===== config.mk =====
export PLATFORM = sky130hd
export DESIGN_NAME = speck_share_loader
export DESIGN_NICKNAME = d
export VERILOG_FILES = /design/src/rtl/speck_share_loader.sv
export SDC_FILE = /design/constraint.sdc
export NUM_CORES = 1
export LEC_CHECK = 0
export CAP_MARGIN = 10
export CORE_ASPECT_RATIO = 0.9
export CORE_MARGIN = 5
export CORE_UTILIZATION = 52
export CTS_CLUSTER_SIZE = 16
export DETAILED_ROUTE_END_ITERATION = 10
export PLACE_DENSITY = 0.81
export SYNTH_ARGS = -nofsm -noshare
export SYNTH_HDL_FRONTEND = slang
export SYNTH_SLANG_ARGS = --single-unit

===== constraint.sdc =====
create_clock -name clk -period 3.4 [get_ports clk]
set_clock_uncertainty 0.15 [all_clocks]
set_input_delay 1.02 -clock clk [delete_from_list [all_inputs] [get_ports clk]]
set_output_delay 1.02 -clock clk [all_outputs]
set_load 0.005 [all_outputs]

===== src/rtl/speck_share_loader.sv =====
// speck_share_loader
// Accepts one plaintext/key block, splits both into two Boolean shares with
// fresh masks, streams the shares LSB-first into a masked Speck core, then
// holds Start for a fixed run window and pulses done when that window closes.
module speck_share_loader #(
    parameter int RUN_CYCLES = 3000,
    parameter int BLK        = 128
) (
    input  logic           clk,
    input  logic           rst,
    input  logic           req_valid,
    output logic           req_ready,
    input  logic [BLK-1:0] pt,
    input  logic [BLK-1:0] key,
    input  logic [BLK-1:0] pt_mask,
    input  logic [BLK-1:0] key_mask,
    input  logic           carry_mask,
    output logic           data_ina,
    output logic           data_inb,
    output logic           k_data_ina,
    output logic           k_data_inb,
    output logic           carry_init_a,
    output logic           carry_init_b,
    output logic           we,
    output logic           Start,
    output logic           done
);

    // Counters never wrap, so a single bit is enough when a count of 1 is asked for.
    localparam int CNT_W = (BLK > 1) ? $clog2(BLK) : 1;
    localparam int RUN_W = (RUN_CYCLES > 1) ? $clog2(RUN_CYCLES) : 1;
    localparam logic [CNT_W-1:0] CNT_LAST = CNT_W'(BLK - 1);
    localparam logic [RUN_W-1:0] RUN_LAST = RUN_W'(RUN_CYCLES - 1);

    typedef enum logic [1:0] {
        IDLE = 2'd0,
        LOAD = 2'd1,
        RUN  = 2'd2,
        DONE = 2'd3
    } state_t;

    state_t           state;
    logic [CNT_W-1:0] cnt;
    logic [RUN_W-1:0] run_cnt;
    logic [BLK-1:0]   sh_a;
    logic [BLK-1:0]   sh_b;
    logic [BLK-1:0]   sh_ka;
    logic [BLK-1:0]   sh_kb;
    logic [CNT_W-1:0] cnt_nxt;

    // Index of the bit presented in the following LOAD cycle.
    assign cnt_nxt = cnt + 1'b1;

    // Control FSM with registered outputs; every output reflects the state it is entered with.
    always_ff @(posedge clk) begin
        if (rst) begin
            state        <= IDLE;
            cnt          <= '0;
            run_cnt      <= '0;
            sh_a         <= '0;
            sh_b         <= '0;
            sh_ka        <= '0;
            sh_kb        <= '0;
            req_ready    <= 1'b1;
            data_ina     <= 1'b0;
            data_inb     <= 1'b0;
            k_data_ina   <= 1'b0;
            k_data_inb   <= 1'b0;
            carry_init_a <= 1'b0;
            carry_init_b <= 1'b0;
            we           <= 1'b0;
            Start        <= 1'b0;
            done         <= 1'b0;
        end else begin
            case (state)
                IDLE: begin
                    if (req_valid) begin
                        // The unmasked words never reach a register; only shares are stored.
                        sh_a         <= pt ^ pt_mask;
                        sh_b         <= pt_mask;
                        sh_ka        <= key ^ key_mask;
                        sh_kb        <= key_mask;
                        cnt          <= '0;
                        state        <= LOAD;
                        req_ready    <= 1'b0;
                        we           <= 1'b1;
                        data_ina     <= pt[0] ^ pt_mask[0];
                        data_inb     <= pt_mask[0];
                        k_data_ina   <= key[0] ^ key_mask[0];
                        k_data_inb   <= key_mask[0];
                        carry_init_a <= carry_mask;
                        carry_init_b <= carry_mask;
                    end
                end
                LOAD: begin
                    if (cnt == CNT_LAST) begin
                        state      <= RUN;
                        run_cnt    <= '0;
                        we         <= 1'b0;
                        data_ina   <= 1'b0;
                        data_inb   <= 1'b0;
                        k_data_ina <= 1'b0;
                        k_data_inb <= 1'b0;
                        Start      <= 1'b1;
                    end else begin
                        cnt        <= cnt_nxt;
                        data_ina   <= sh_a[cnt_nxt];
                        data_inb   <= sh_b[cnt_nxt];
                        k_data_ina <= sh_ka[cnt_nxt];
                        k_data_inb <= sh_kb[cnt_nxt];
                    end
                end
                RUN: begin
                    if (run_cnt == RUN_LAST) begin
                        state <= DONE;
                        Start <= 1'b0;
                        done  <= 1'b1;
                    end else begin
                        run_cnt <= run_cnt + 1'b1;
                    end
                end
                DONE: begin
                    state        <= IDLE;
                    done         <= 1'b0;
                    req_ready    <= 1'b1;
                    carry_init_a <= 1'b0;
                    carry_init_b <= 1'b0;
                end
                default: begin
                    state     <= IDLE;
                    req_ready <= 1'b1;
                end
            endcase
        end
    end

endmodule


# After elaboration in Yosys (flattened, before gate mapping)
# Cells that the tools add are included.
dict set report totals {
  wordCells 89
  in_bits 516
  ff_bits 542
}
dict set report classes {
  addsub 2
  n_lt_le_gt_ge 1
  n_reduce_logical 14
  bitwise 4
  eq_ne 10
  muxes 42
}
# operator n
set ops {}
lappend ops {{$xor A128 B128 Y128} 2}
lappend ops {{$bmux W1 S7} 4}
lappend ops {{$mux W12} 2}
lappend ops {{$pmux W12 S2} 1}
lappend ops {{$mux W1} 19}
lappend ops {{$pmux W1 S2} 9}
lappend ops {{$reduce_and A3 Y1} 5}
lappend ops {{$mux W7} 2}
lappend ops {{$pmux W7 S2} 1}
lappend ops {{$add A12 B1 Y12 const B} 1}
lappend ops {{$eq A12 B12 Y1 const B} 1}
lappend ops {{$ne A2 B2 Y1 const B} 5}
lappend ops {{$lt A7 B8 Y1 const B} 1}
lappend ops {{$pmux W2 S4} 1}
lappend ops {{$reduce_and A2 Y1} 4}
lappend ops {{$reduce_bool A2 Y1} 4}
lappend ops {{$add A7 B1 Y7 const B} 1}
lappend ops {{$eq A7 B7 Y1 const B} 1}
lappend ops {{$mux W2} 3}
lappend ops {{$eq A2 B2 Y1 const B} 2}
lappend ops {{$eq A2 B1 Y1 const B} 1}
lappend ops {{$logic_not A2 Y1} 1}
lappend ops {{$xor A1 B1 Y1} 2}

# Depth between registers and ports, before layout
# Gate-level depths: netlist of the first run.
dict set report logic_depth {
  ltp_word 5
  ltp_mapped 13
  mapped_depth_nobuf 8
}

# Worst setup path after synthesis of the first run
# No wires, ideal clock.
dict set report synth_timing {
  kind {register to register}
  startpoint {register cnt[1]}
  endpoint {register data_inb}
  setup_slack_ns 0.719
  path_stages_with_launch 10
  arrival_ns 2.406
  synth_period_minus_slack_ns 2.681
  path_buffers 2
  setup_ns 0.125
  cell_sequence {dfxtp_1 > ha_1 > buf_6 > buf_6 > mux4_2 > and2_1 > a211oi_1 > nor3_1 > or4_1 > o2bb2ai_1}
}
dict set report synth_via {
  elab_chain_cells 5
  word_cells_on_any_way 6
  classes_between {add/sub (1); eq/ne (1); mux (4)}
}
# item line_no
set synth_rtl {}
lappend synth_rtl {{start: declaration} 43} ;# logic [CNT_W-1:0] cnt;
lappend synth_rtl {{start signal: assignment} 106} ;# cnt <= cnt_nxt;
lappend synth_rtl {{$add A7 B1 Y7} 52} ;# assign cnt_nxt = cnt + 1'b1;
lappend synth_rtl {{$bmux W1 S7} 108} ;# data_inb <= sh_b[cnt_nxt];
lappend synth_rtl {{$mux W1 (implied by the code)} 108}
lappend synth_rtl {{$mux W1 *} 96} ;# if (cnt == CNT_LAST) begin
lappend synth_rtl {{$pmux W1 S2 *} 75} ;# case (state)
lappend synth_rtl {{end signal: assignment} 88} ;# data_inb <= pt_mask[0];
lappend synth_rtl {{end signal: assignment} 108}
lappend synth_rtl {{end: declaration} 19} ;# output logic data_inb,
# Every way passes the cells marked *; elsewhere a longest branch is shown, timed or not. The select of a mux whose other input is x is not followed.
# A chain may end at the register's enable or synchronous reset.

# Worst setup path in the final report of the first run
# Ends and elaborated chain as after synthesis.

==> results summary, run 1 <==
When the netlist entered floorplanning its net count stood at 3329. The cell chosen for the clock root is clkbuf_16. The source-to-sink clock delay at the later pin of the worst-skew pair came out at 0.60 ns. TritonCTS built the clock tree. Net switching is about a third of the power. Global routing consumed, on the met3 layer, 5.94% of the routing resources. The clock transition at the registers of the reported paths came out at 0.06 ns. The average wire per standard cell is 20.8 um.

The clock buffer count from CTS came out at 54. The largest individual stage delay along the critical path comes from the cell or4_1. Dividing total power by cell area gives a power density of 691 nW/um^2. The overall routing resource usage is 28.9%. In this run the tightest slew margin relative to its limit is about two fifths. The met2 track demand over resource in global routing came out at between 50% and 60%.

The global-route wire length before repair is 123 mm. The share of total power in the clock network is 27.4%. The number of buffers on the longest clock path came out at 3. The synthesized flop and latch total came out at 542.

The total wire length is slightly above 80 mm. The total number of vias is 22500. The cell area after synthesis is about 25000 um^2.

The area added between synthesis and finish is 30.9%. The count of TritonRoute iterations in the first routing pass is 5. The count of clock tree sinks is 542.

After synthesis, the largest area contributor takes up 43.1% of total cell area. After synthesis, the most frequently instantiated cells are dfxtp_1 (542), nand2_1 (526), nor2_1 (371). Of the total power, registers draw 38.0%.

The analysis attributes to net switching a power of 7730 uW. The max-slew violation count was 0. The met1 layer usage reported by global route is a little over a third. The worst path needs 3.28 ns of the cycle, external delays included. Of the available clock period, the critical path in the final layout requires 96.6%.

The number of instances in the synthesized netlist is ~2800. The number of antenna violations at the first check in global routing came out at 7. The distinct cell type count after synthesis came out at 54.

The detailed placement HPWL is 59.2 mm. Timing would allow up to 0.305 GHz. The initialized floorplan defines 76 standard-cell rows. The cell internal power dissipation is 15000 uW. In the final layout, the share of cells above drive strength 1 is 8.63%. The total congestion overflow is 0.

Routability-driven placement finished with a final weighted congestion of between 0.9 and 1. On the worst path, the slowest cell contributes a delay of 0.53 ns. dfxtp_1 is the most common cell in the netlist.

The worst min-delay path category is register to register. The leading register cell type out of synthesis is dfxtp_1. The number of nets in the final layout came out at 3748.

The total of endpoints with negative setup slack in the final report came out at 0. The worst-margin pin slew came out at about 0.85 ns. The critical path in this run is classified as register to register. Traced cell by cell, the critical path runs through ha_4 -> xor2_4 -> buf_12 -> mux4_1 -> mux2_2 -> o211ai_1 -> nor3_1 -> or4_1 -> o2bb2ai_1.

The flow ran to the end, and the final reports show no timing, DRC or antenna violations. The worst setup timing slack at the placement stage is 0.0189 ns. In the post-synthesis netlist, the biggest area contributors are dfxtp_1 (43%), mux4_2 (9.8%), xnor2_1 (9.1%). Averaged over all synthesized cells, the footprint is 8.97 um^2. During synthesis, Yosys emitted a total of 0 warnings. Sequential cells were found to cover 43.1% of the synthesized design area. The maximum fanout along the worst path is 18. The number of buffers inserted by hold repair at cts is 0.

The sum of internal, switching and leakage power came out at 22800 uW. Yosys mapped a number of flops with a built-in enable equal to 0. Summed over all instances, the cell type with the most area after synthesis is dfxtp_1.

In this run the most used layer during global routing was met2. The share of flip-flops with an asynchronous set or reset came out at 0%. The width of the chip came out at 242 um. The initial cell density of the core came out at 52.5%. At the worst endpoint, the arrival time is 3.62 ns. The worst-case IR drop observed on VDD is 0.518 mV.

The relative contribution of combinational cells to total power came out at 34.6%. Across all setup checks in the final design, the least slack found is approximately 0.12 ns. The number of buffers added on ports came out at 525.

The number of antenna-violating nets in the routed design is 0. The number of global-route vias before repair came out at 22700. Fill cells in the final layout number between 3000 and 4000. The placeable core region is around 48000 um^2.

The final hold violation count came out at 0. Setup repair after global routing left no endpoint under its margin. The H-tree was split into 2 levels. The die outline area came out at 52900 um^2. The nature of the critical path startpoint is a register. The leakage dissipation came out at 0.0115 uW. After detailed routing, the number of remaining DRC violations is 0.

The total of max-cap violations came out at 0. For the worst setup path, the data required time is 3.74 ns. The average vias per placed instance came out at 5.77. The pin count of the biggest net entering global routing is 159. The critical path capture point type is a register. The top-level I/O count is about 530. The number of DRC markers in iteration 0 is ~2100. The setup TNS came out at 0 ns. The height of the chip came out at ~220 um.
[critical path: cells and delay by family (launching register included)]
kind / cells / cell delay (ns)
flops: 1 / 0.44
compound gates: 2 / 0.52
xor+xnor: 1 / 0.21
buf+inv: 1 / 0.21
fa+ha+maj: 1 / 0.28
mux: 2 / 0.64
simple gates: 2 / 0.69
[metrics by stage]
stage / utilization [%] / area [um^2] / cells / hold WS [ns]
detailed placement: 64.7 / 31000 / 3791 / 0.296
finish: 68.8 / 33000 / 3896 / 0.304
floorplan: - / 25200 / 2807 / 0.282
global placement: 64.7 / 31000 / 3791 / 0.288
CTS: 68.6 / 32900 / 3889 / 0.304
global route: 68.8 / 33000 / 3893 / 0.313
[cell usage in the layout (no fill, tap or decap), drive strengths merged, types with 20 or more instances in the layout]
cell and instances:
dfxtp 542, nand2 526, clkdlybuf4s50 524, nor2 372, a21oi 273, a211oi 271, xnor2 263, mux4 112
clkbuf 75, buf 65, mux2i 46, nand3 20
[what timing repair did]
| action | CTS | global route |
|---|---|---|
| setup endpoints to repair | 0 | 2 |
| resized for setup | 0 | 2 |
| buffers inserted | 0 | 2 |
[layout make-up]
type | count | area, um^2 | share of cell area, %
Tap cell | 624 | 781 | 2.37
Antenna cell | 4 | 10.0 | 0.0304
Timing Repair Buffer | 590 | 6030 | 18.3
Inverter | 8 | 30.0 | 0.0911
Sequential cell | 542 | 10900 | 32.9
Clock inverter | 24 | 277 | 0.839
Clock buffer | 74 | 1600 | 4.85
Multi-Input combinational cell | 2030 | 13400 | 40.6
[cell families (layout without fill, tap and decap cells)]
group / Yosys count / in the layout / share of synthesized area (%)
fa+ha+maj: 6 / 6 / 0.298
mux: 159 / 159 / 11.9
xor+xnor: 273 / 273 / 9.56
other cells: 0 / 4 / 0
compound gates: 615 / 615 / 15.7
flops: 542 / 542 / 43.1
buf+inv: 235 / 696 / 4.13
simple gates: 977 / 977 / 15.3
[power groups by stage]
stage | clock, uW | combinational [uW] | sequential, uW
finish | 6240 | 7870 | 8660
detailed placement | 0 | 7760 | 8740
global placement | 0 | 7520 | 8650
global route | 6570 | 8570 | 8780
CTS | 6300 | 7830 | 8620
floorplan | 0 | 5480 | 8450
[state kept, by name, summed over array words and instances (netlist names), 2 cells and up]
name     flops
cnt          7
sh_kb      128
sh_b       128
sh_a       128
state        2
run_cnt     12
sh_ka      128
[worst paths after layout]
path              slack [ns]  cells after the start                    end                  start
setup reg to reg        0.12                      9  data_inb$_SDFFE_PP0P_    cnt[1]$_SDFFE_PP0P_
setup / recovery        0.12                      9  data_inb$_SDFFE_PP0P_    cnt[1]$_SDFFE_PP0P_
hold reg to reg         0.30                      2  sh_b[32]$_SDFFE_PP0P_  sh_b[32]$_SDFFE_PP0P_
hold / removal          0.30                      2  sh_b[32]$_SDFFE_PP0P_  sh_b[32]$_SDFFE_PP0P_
[metal layers]
layer / vias to the layer above / share of wire [%]
met4: 6 / 3.9
met3: 192 / 8.1
met1: 10700 / 39
li1: 10600 / -
met5: - / 0.057
met2: 1005 / 49
No activity file was read; power rests on OpenSTA's default activity.
==> inputs of run 2 (changes only) <==
CORE_UTILIZATION = 40   (was 52)
PLACE_DENSITY = 0.65   (was 0.81)
SKIP_LAST_GASP = 1   (was not set)
==> results summary, run 2 (synthesis results as in run 1) <==
The core utilization of the finished layout came out at 53.4% (-15 points). The leakage dissipation came to 0.0116 uW (+0.61%). The worst setup path is of the register to register kind.

The final critical-path share of the clock period is 97.1% (+0.49 points). The post-CTS setup buffer count came to 0 (unchanged). The worst-case vdd ir drop came out at 0.537 mV (+3.5%). The setup TNS is 0 ns (unchanged). The worst hold path belongs to the class register to register.

The final critical path time including I/O delays and setup is 3.30 ns (+0.0165 ns). The critical path capture point type is a register. The max-slew violation count was 0 (unchanged). The level count of the clock H-tree is 2 (unchanged).

The number of DRC markers in iteration 0 came to 1765 (-14%). The clock transition at the registers of the reported paths is 0.07 ns (about the same). The flow ran to the end, and the final reports show no timing, DRC or antenna violations.

The number of global-route vias before repair is 21800 (-4.0%). The arrival time at the worst endpoint came to 3.62 ns (about the same). The number of antenna violations at the first check in global routing was 7 (unchanged). Setup repair after global routing could not meet its margin everywhere. The worst setup path is launched from a register. The number of buffers on the longest clock path was 3 (unchanged).

In this run the most critical hold path is launched from sh_b[97]$_SDFFE_PP0P_. The required arrival time at the worst endpoint came to 3.72 ns (-0.02 ns). The height of the chip came out at 248 um (+13%). The clock buffer count from CTS came out at 58 (+7.4%). The number of antenna-violating nets in the routed design is 0 (unchanged). The worst slew slack as a fraction of its limit came out at 47.8% (+6.1 points). The total number of vias is 21900 (-2.5%). The startpoint identified for the worst register-to-register timing path is cnt[0]$_SDFFE_PP0P_. The fraction of layout cells with a size suffix above 1 came out at 8.74% (+0.11 points). The cell chosen for the clock root is clkbuf_16. The placeable core region is 62500 um^2 (+30%). The detailed placement HPWL is 61.0 mm (+3.0%).

The upper clock frequency limit is 0.303 GHz (-0.50%). The sum of internal, switching and leakage power came to 23000 uW (+1.3%). The cell row count is 87 (+14%).

The power density over cell area is 691 nW/um^2 (+0.11%). The total congestion overflow was 0 (unchanged). The pin count of the biggest net entering global routing is 179 (+13%). The final hold violation count is 0 (unchanged). The number of nets in the final layout came to 3747 (-0.027%).

In the layout the commonest cells are dfxtp_1 (541), nand2_1 (525), clkdlybuf4s50_1 (524). The top-level I/O count was 526 (unchanged). The number of buffers added on ports is 525 (unchanged). The count of TritonRoute iterations in the first routing pass came to 5 (unchanged). The worst setup path startpoint is cnt[0]$_SDFFE_PP0P_. The routability congestion estimate from global placement is 0.869 (-5.7%). The TritonCTS clock tree is yes.

The source-to-sink clock delay at the later pin of the worst-skew pair is 0.62 ns (+0.02 ns). The overall routing resource usage came out at 23.1% (-5.8 points). The worst-margin pin slew came out at 0.783 ns (-0.0698 ns). The remaining routing DRC violations is 0 (unchanged). The total wire length is 82.4 mm (+1.9%). The area added between synthesis and finish is 32.4%.

The total of max-cap violations came out at 0 (unchanged). The maximum fanout along the worst path came out at 73 (+55). The die outline area came out at 68100 um^2 (+29%). The count of clock tree sinks came out at 542 (unchanged).

The average vias per placed instance came out at 5.31 (-7.9%). The library cell used most frequently in the layout, excluding fill and tap cells, is dfxtp_1. The initial cell density of the core came to 40.3% (-12 points). The width of the chip came out at 274 um (+13%). The global-route wire length before repair came out at 124 mm (+0.72%). The total of endpoints with negative setup slack in the final report came out at 0 (unchanged).

The average wire per standard cell is 20.0 um (-3.6%).
-- run 2: changes by cell type in the layout (fill, tap and decap cells not counted), sizes merged --
cell      change
inv           +2
bufinv        +1
clkinvlp      -4
clkbuf        +9
clkinv        +1
buf           -4
-- run 2: final timing paths --
| path | end | slack [ns] | cells past startpoint |
|---|---|---|---|
| setup / recovery | k_data_inb$_SDFFE_PP0P_ | 0.10 | 7 |
| hold / removal | sh_b[97]$_SDFFE_PP0P_ | 0.30 | 2 |
| setup reg to reg | k_data_inb$_SDFFE_PP0P_ | 0.10 | 7 |
| hold reg to reg | sh_b[97]$_SDFFE_PP0P_ | 0.30 | 2 |
-- run 2: what timing repair did --
item / in CTS / in global routing
hold buffers: 0 / 0
endpoints found under the setup margin: 0 / 3
hold endpoints to repair: 0 / 0
resized for setup: 0 / 6
-- run 2: report_power, final --
part / switching [uW] / total (uW) / internal [uW]
Sequential: 758 / 8600 / 7840
Clock: 2640 / 6690 / 4050
Combinational: 4300 / 7760 / 3460
Total: 7700 / 23000 / 15400
-- run 2: through the flow --
stage	instance area, um^2	hold WS (ns)	setup WS (ns)	cells
CTS	33300	0.304	0.00843	4118
finish	33300	0.303	0.100	4122
global placement	31200	0.289	-0.00593	4010
floorplan	25200	0.282	0.719	2807
detailed placement	31200	0.295	0.0396	4010
global route	33300	0.318	-0.0441	4121
-- run 2: final cells by class --
cell class,instances,area (um^2)
Inverter,8,30.0
Sequential cell,542,10900
Fill cell,5713,29100
Clock inverter,24,287
Multi-Input combinational cell,2030,13400
Tap cell,845,1060
Clock buffer,84,1760
Antenna cell,4,10.0
Timing Repair Buffer,585,5960
-- run 2: worst max-delay path, cell delays in order (launching register included) --
cell and delay (ns):
dfxtp_4 0.38, buf_12 0.40, buf_4 0.57, mux4_2 0.39, mux2i_1 0.53, a2111oi_0 0.25
nor4_1 0.33, o22ai_1 0.11
-- run 2: metal layers --
| layer | global-route usage, % | vias up | part of all wire (%) |
|---|---|---|---|
| met5 | 0 | - | 0.057 |
| met4 | 7.03 | 6 | 2.8 |
| met3 | 3.93 | 140 | 6.0 |
| met2 | 39.8 | 694 | 49 |
| met1 | 29.8 | 10500 | 42 |
| li1 | - | 10600 | - |
